$ cat src/rtl/i2s_sample_tx.sv
// i2s_sample_tx: serializes a mono 16-bit sample stream onto a Philips I2S link.
// The same word is sent on the left and right channels. The producer is paced by a
// per-frame request pulse. Underrun and overrun are reported as single-cycle pulses.
module i2s_sample_tx #(
   parameter int unsigned BCLK_DIV = 4
) (
   input  logic               clk,
   input  logic               rst,
   input  logic signed [15:0] sample_in,
   input  logic               sample_in_valid,
   output logic               sample_req,
   output logic               underrun,
   output logic               overrun,
   output logic               i2s_bclk,
   output logic               i2s_lrclk,
   output logic               i2s_sdata
);

   localparam int unsigned DIV_W  = (BCLK_DIV > 2) ? $clog2(BCLK_DIV) : 1;
   localparam int unsigned SLOT_W = 5;
   localparam int unsigned WORD_W = 16;

   localparam logic [DIV_W-1:0]  DIV_LAST  = DIV_W'(BCLK_DIV - 1);
   localparam logic [DIV_W-1:0]  DIV_HALF  = DIV_W'(BCLK_DIV / 2);
   localparam logic [SLOT_W-1:0] SLOT_LAST = SLOT_W'(31);
   localparam logic [SLOT_W-1:0] LR_FIRST  = SLOT_W'(15);
   localparam logic [SLOT_W-1:0] LR_LAST   = SLOT_W'(30);

   logic [DIV_W-1:0]  div_cnt;
   logic [DIV_W-1:0]  div_nxt;
   logic [SLOT_W-1:0] slot;
   logic [SLOT_W-1:0] slot_nxt;
   logic [WORD_W-1:0] pending;
   logic              pending_fresh;
   logic [WORD_W-1:0] tx_word;
   logic [WORD_W-1:0] word_nxt;
   logic              div_wrap;
   logic              load;
   logic [3:0]        bit_idx_nxt;

   // Next counter values and the word that will be on the wire after this edge
   always_comb begin
      div_wrap    = (div_cnt == DIV_LAST);
      load        = div_wrap && (slot == SLOT_LAST);
      div_nxt     = div_wrap ? '0 : div_cnt + DIV_W'(1);
      slot_nxt    = div_wrap ? slot + SLOT_W'(1) : slot;
      word_nxt    = tx_word;
      if (load) begin
         word_nxt = sample_in_valid ? WORD_W'(sample_in) : pending;
      end
      bit_idx_nxt = 4'd15 - slot_nxt[3:0];
   end

   // Bit-clock divider and slot counter
   always_ff @(posedge clk) begin
      if (rst) begin
         div_cnt <= '0;
         slot    <= '0;
      end else begin
         div_cnt <= div_nxt;
         slot    <= slot_nxt;
      end
   end

   // Pending sample holding register, frame word and flow-control pulses
   always_ff @(posedge clk) begin
      if (rst) begin
         pending       <= '0;
         pending_fresh <= 1'b0;
         tx_word       <= '0;
         sample_req    <= 1'b0;
         underrun      <= 1'b0;
         overrun       <= 1'b0;
      end else begin
         if (sample_in_valid) begin
            pending <= WORD_W'(sample_in);
         end
         pending_fresh <= load ? 1'b0 : (pending_fresh | sample_in_valid);
         tx_word       <= word_nxt;
         sample_req    <= load;
         underrun      <= load && !sample_in_valid && !pending_fresh;
         overrun       <= sample_in_valid && pending_fresh && !load;
      end
   end

   // Registered I2S pins, computed from the counter values being entered
   always_ff @(posedge clk) begin
      if (rst) begin
         i2s_bclk  <= 1'b0;
         i2s_lrclk <= 1'b0;
         i2s_sdata <= 1'b0;
      end else begin
         i2s_bclk  <= (div_nxt >= DIV_HALF);
         i2s_lrclk <= (slot_nxt >= LR_FIRST) && (slot_nxt <= LR_LAST);
         i2s_sdata <= word_nxt[bit_idx_nxt];
      end
   end

endmodule
$ cat config.mk
export PLATFORM = sky130hd
export DESIGN_NAME = i2s_sample_tx
export DESIGN_NICKNAME = d
export VERILOG_FILES = /design/src/rtl/i2s_sample_tx.sv
export SDC_FILE = /design/constraint.sdc
export NUM_CORES = 1
export LEC_CHECK = 0
export BUFFER_PORTS_ARGS = -buffer_cell sky130_fd_sc_hd__buf_2
export CELL_PAD_IN_SITES_DETAIL_PLACEMENT = 1
export CELL_PAD_IN_SITES_GLOBAL_PLACEMENT = 1
export CORE_ASPECT_RATIO = 0.6
export CORE_MARGIN = 2
export CORE_UTILIZATION = 39
export DETAILED_ROUTE_END_ITERATION = 8
export PLACE_DENSITY = 0.76
export SKIP_LAST_GASP = 1
export SYNTH_ARGS = -nofsm -noshare
export SYNTH_HDL_FRONTEND = slang
export SYNTH_SLANG_ARGS = --single-unit
$ cat constraint.sdc
create_clock -name clk -period 1.9 [get_ports clk]
set_input_delay 0.38 -clock clk [delete_from_list [all_inputs] [get_ports clk]]
set_output_delay 0.38 -clock clk [all_outputs]
set_load 0.03 [all_outputs]
# [Word-level counts from Yosys, hierarchy flattened]
# Cells that the tools add are included.
[totals] elab_cells=37 out_inout_bits=6 in_bits=19 register_bits=46
[classes] bitwise_logic=1 reduce_logical=10 eq_ne=2 n_addsub=3 muxes=6 order_cmp=4
[ops] cell="$mux 16" count=2
[ops] cell="$logic_and 1x1->1" count=6
[ops] cell="$add 5x1->5 const B" count=1
[ops] cell="$eq 5x5->1 const B" count=1
[ops] cell="$ge 5x4->1 const B" count=1
[ops] cell="$le 5x5->1 const B" count=1
[ops] cell="$lt 4x5->1 const B" count=1
[ops] cell="$mux 5" count=1
[ops] cell="$bmux 1 s4" count=1
[ops] cell="$sub 4x4->4 const A" count=1
[ops] cell="$logic_not 1->1" count=3
[ops] cell="$add 2x1->2 const B" count=1
[ops] cell="$eq 2x2->1 const B" count=1
[ops] cell="$ge 2x2->1 const B" count=1
[ops] cell="$mux 2" count=1
[ops] cell="$reduce_or 2->1" count=1
[ops] cell="$mux 1" count=1
[ops] cell="$or 1x1->1" count=1

# [Logic depth before layout (Yosys ltp)]
[depth] ltp_word=5 depth_mapped=10 depth_no_buf=8

# [Worst setup path before layout]
# Ideal clock, no wire load.
[synth_timing] kind="reg-to-reg" startpoint="register slot[1]" endpoint="register i2s_sdata" required_ns=1.808 path_stages_with_launch=10 n_path_buf=1 path_slack_ns=-0.148 setup_time_ns=0.092 arrival_ns=1.955 period_less_slack_ns=2.048 path_cell_list="dfxtp_1 -> ha_1 -> and3_1 -> ha_1 -> and2_1 -> buf_4 -> and2_1 -> o32ai_1 -> a21oi_1 -> o32ai_1"
[synth_between] elab_chain_cells=5 elab_cells_between_ends=8 classes_between="add/sub: 2; eq/ne: 1; mux: 4; reduce/logical: 1"
[synth_rtl] item="start: declaration" line="31" rtl="logic [SLOT_W-1:0] slot;"
[synth_rtl] item="start signal: assignment" line="61" rtl="slot <= slot_nxt;"
[synth_rtl] item="$add 5x1->5 or $eq 5x5->1 (tied branches)" line="46, 44"
[synth_rtl] item="$mux 5 or $logic_and 1x1->1 (tied branches)" line="46, 44"
[synth_rtl] item="$sub 4x4->4 or $mux 16 (tied branches)" line="51, 48"
[synth_rtl] item="$bmux 1 s4 (*)" line="95" rtl="i2s_sdata <= word_nxt[bit_idx_nxt];"
[synth_rtl] item="$mux 1 (not written as such) (*)" line="95"
[synth_rtl] item="end signal: assignment" line="95"
[synth_rtl] item="end: declaration" line="16" rtl="output logic i2s_sdata"
# Mark *: on every way between the ends. The rest lies on a longest branch, timed or not. The select of a mux whose other input is x is not followed.
# A chain may end at the register's enable or synchronous reset.

# [Worst setup path in the final report]
# Same ends and word-level chain as after synthesis.

==> key figures <==
Status
  – Outcome: finished, violations left
  – Failing checks: negative setup slack

Route
  – Total via count in the routed design: 1550
  – Starting DRC count in detailed routing: 52
  – Count of nets left with antenna violations after detail routing: 0
  – Residual DRC: 0
  – Via-per-instance ratio: about 5.1
  – Total wire length: 4.495 mm
  – Drt wl/cell: around 15 um
  – Detailed-routing iteration count for the pre-antenna-repair pass: 4

Logic synthesis
  – Most common cell in the synthesized netlist: dfxtp_1
  – Cell count after synthesis: 201
  – Syn_nets: 223
  – Area leader, netlist: dfxtp_1
  – Part of the Yosys area used for sequential elements: a little under half
  – Proportion of netlist area held by the largest area contributor: 47.37%
  – Top cells by area, synth: dfxtp_1 47%, mux2i_1 11%, nor2_1 7.1%
  – Most used standard cells in the synthesized netlist: 45 x dfxtp_1, 36 x nor2_1, 20 x mux2i_1, 15 x a21oi_1, 10 x a21o_1
  – Total of warnings raised by yosys: 0
  – Post-synthesis average cell area: 9.462 um2
  – Number of enable flip-flop cells after synthesis: 0
  – Synthesis-stage register bit count: 45
  – Synth async-reset ratio: 0%
  – Post-synth cell types: 37
  – Netlist area before placement: 0.001902 mm2
  – Most instantiated flip-flop cell in the synthesis netlist: dfxtp_1

STA
  – Final min period: between 1.5 and 2 ns
  – Hold Worst Slack: 0.3531 ns
  – Final Hold Violating Endpoints: 0
  – Worst-margin pin slew: roughly 0.48 ns
  – Final setup slack of the worst path: -0.01344 ns
  – RSZ-0062 raised after global routing: yes
  – Setup violations, final: 1
  – Final Cycle Share: 100.7%
  – Final Max Tran Viols: 0
  – Max transition margin: 68.05%
  – Final setup skew: 0.007945 ns
  – Maximum clock frequency: between 0.5 and 0.6 GHz

Floorplanning
  – Total Die Area: roughly 0.0055 mm2
  – Std cell rows: 19
  – Core region area: 0.004636 mm2
  – Boundary pin count: 25
  – Horizontal die dimension: about 94 um
  – Starting Density: 41.03%
  – Chip Height: 58.09 um

Placed design
  – Final Wtd Congestion: roughly 0.83
  – Total cell area at the placement stage: 0.002241 mm2
  – HPWL reported at the end of detailed placement: roughly 3.3 mm
  – IO Port Bufs: 24

Cells and area
  – Layout overhead on the synthesized area: 25.79%
  – Antenna cell count: 0
  – Finished layout cell area: roughly 0.0024 mm2
  – Fin nets: about 260
  – Share of post-route cells with drive strength above 1: between 20 and 30%
  – Final Core Density: ~52%

Setup path
  – Data arrival time at the worst-slack endpoint: between 2 and 2.5 ns
  – R2R Setup Slk: -0.01 ns
  – Setup crit end kind: flip-flop
  – Setup crit start kind: flip-flop
  – Data required time of the critical path: approximately 2.1 ns
  – Crit Path Class: reg -> reg
  – Largest fanout of any net on the critical path: 6

Power
  – Seq pwr share: a little over half
  – Leakage component of the power: approximately 1.0 nW
  – Comb power frac: about 10%
  – Net Sw Frac: a little under a quarter
  – Internal Dissipation: between 1 and 1.5 mW
  – Worst vdd rail ir drop: ~0.00035 V
  – Power Dens Cells: 756.7 mW/mm2
  – Clock share of power: approximately 36%
  – Net switching power: around 0.43 mW

GRT
  – Number of global-route vias before repair: 1549
  – Antenna violations before repair: 0
  – First-pass GRT wire length: between 7 and 8 mm
  – Met3 usage in global routing: under 10%
  – Global route total overflow: 0
  – Met1 layer usage reported by global route: 25.32%
  – Maximum number of pins on one net before global-route repair: 28
  – GRT Resource Usage Total: between 10% and 20%
  – Most heavily used metal layer in global routing: met2
  – Grt met2 use: between 20 and 30%

Clock tree
  – Number of sinks driven by the clock tree: 45
  – Clk_lat worst skew: 0.29 ns
  – Root buffer cell: clkbuf_8
  – Buffers from clock root to sink, at most: 2
  – H-tree levels: 2
  – CTS clock-pin slew for the worst setup and hold paths: about 0.090 ns
  – Cts bufs inserted: 5
  – Clock tree from TritonCTS: done

Job
  – Max Cap Viol: 0

Worst hold path
  – HP Class: in -> reg
==> routing by layer <==
| metal | vias up | share of wire, % |
|---|---|---|
| li1 | 779 | - |
| met1 | 743 | 50 |
| met2 | 23 | 46 |
| met3 | 5 | 3.5 |
| met4 | 0 | 0.69 |
| met5 | - | 0 |
==> what timing repair did <==
item                       4_1_cts  5_1_grt
buffers inserted                 2        0
hold buffers                     0        0
setup endpoints to repair        1        1
pin swaps                        7        0
resized for setup                6        2
==> worst max-delay path: stages (launching register included) <==
cell and delay (ns):
dfxtp_4 0.35, ha_4 0.15, and3_4 0.17, ha_4 0.16
and2_4 0.17, buf_12 0.13, a21o_1 0.16, mux2i_1 0.19
a211oi_1 0.11, o32ai_1 0.23
==> flip-flops by register name, indices dropped and copies added (netlist names) <==
register,cells
underrun,1
tx_word,16
pending_fresh,1
i2s_lrclk,1
sample_req,1
i2s_sdata,1
slot,5
div_cnt,2
overrun,1
pending,16
==> metrics by stage <==
| stage | setup TNS, ns | std cells | power, mW | worst slack, ns |
|---|---|---|---|---|
| final | -0.01344 | 304 | 1.810 | -0.01344 |
| after global routing | -0.07593 | 304 | 1.909 | -0.07124 |
| after CTS | -0.03113 | 304 | 1.830 | -0.03113 |
| after detailed placement | -0.06474 | 294 | 1.183 | -0.06474 |
| after global placement | 0 | 294 | 1.179 | 0.02787 |
| after floorplan | 0 | 201 | 1.109 | 0.01408 |
==> kinds of logic (layout without fill, tap and decap cells) <==
logic type | count (synthesis) | after routing | synth area share (%)
simple gates | 65 | 65 | 15.86
compound gates | 47 | 47 | 17.11
flops | 45 | 45 | 47.37
mux | 20 | 20 | 10.53
buf+inv | 17 | 57 | 5.329
xor+xnor | 4 | 4 | 1.842
fa+ha+maj | 3 | 3 | 1.974
==> power by group through the flow <==
stage	Combinational [mW]	Sequential [mW]	Clock [mW]
2_1_floorplan	0.100	1.01	0
3_3_place_gp	0.177	1.00	0
3_5_place_dp	0.179	1.00	0
4_1_cts	0.182	0.982	0.666
5_1_grt	0.202	0.985	0.722
6_report	0.181	0.982	0.647
==> area by class of cell <==
type                       instances  area [um2]
sequential                        45       905.9
clock buffer                       7       96.34
fill                             546        2243
multi-input combinational        139       968.4
clock inverter                     1       5.005
inverter                           2       7.507
timing repair buffer              47       330.3
tap                               63       78.83
==> worst paths after layout <==
kind	start	endpoint	depth (start not counted)
hold reg to reg	div_cnt[0]$_SDFF_PP0_	div_cnt[0]$_SDFF_PP0_	1
setup reg to reg	slot[1]$_SDFF_PP0_	i2s_sdata$_SDFF_PP0_	9
setup / recovery	slot[1]$_SDFF_PP0_	i2s_sdata$_SDFF_PP0_	9
hold / removal	sample_in[8]	pending[8]$_SDFF_PP0_	3
==> cells in the final DEF, fill, tap and decap left out, drive strengths merged, types with 5 or more instances in the layout <==
| master | n |
|---|---|
| clkbuf | 7 |
| nor3 | 7 |
| dfxtp | 45 |
| mux2i | 20 |
| buf | 47 |
| and2 | 5 |
| a21o | 10 |
| nor2 | 36 |
| a21oi | 15 |
| a211oi | 8 |
| nand2 | 5 |
No activity file was read; power rests on OpenSTA's default activity.
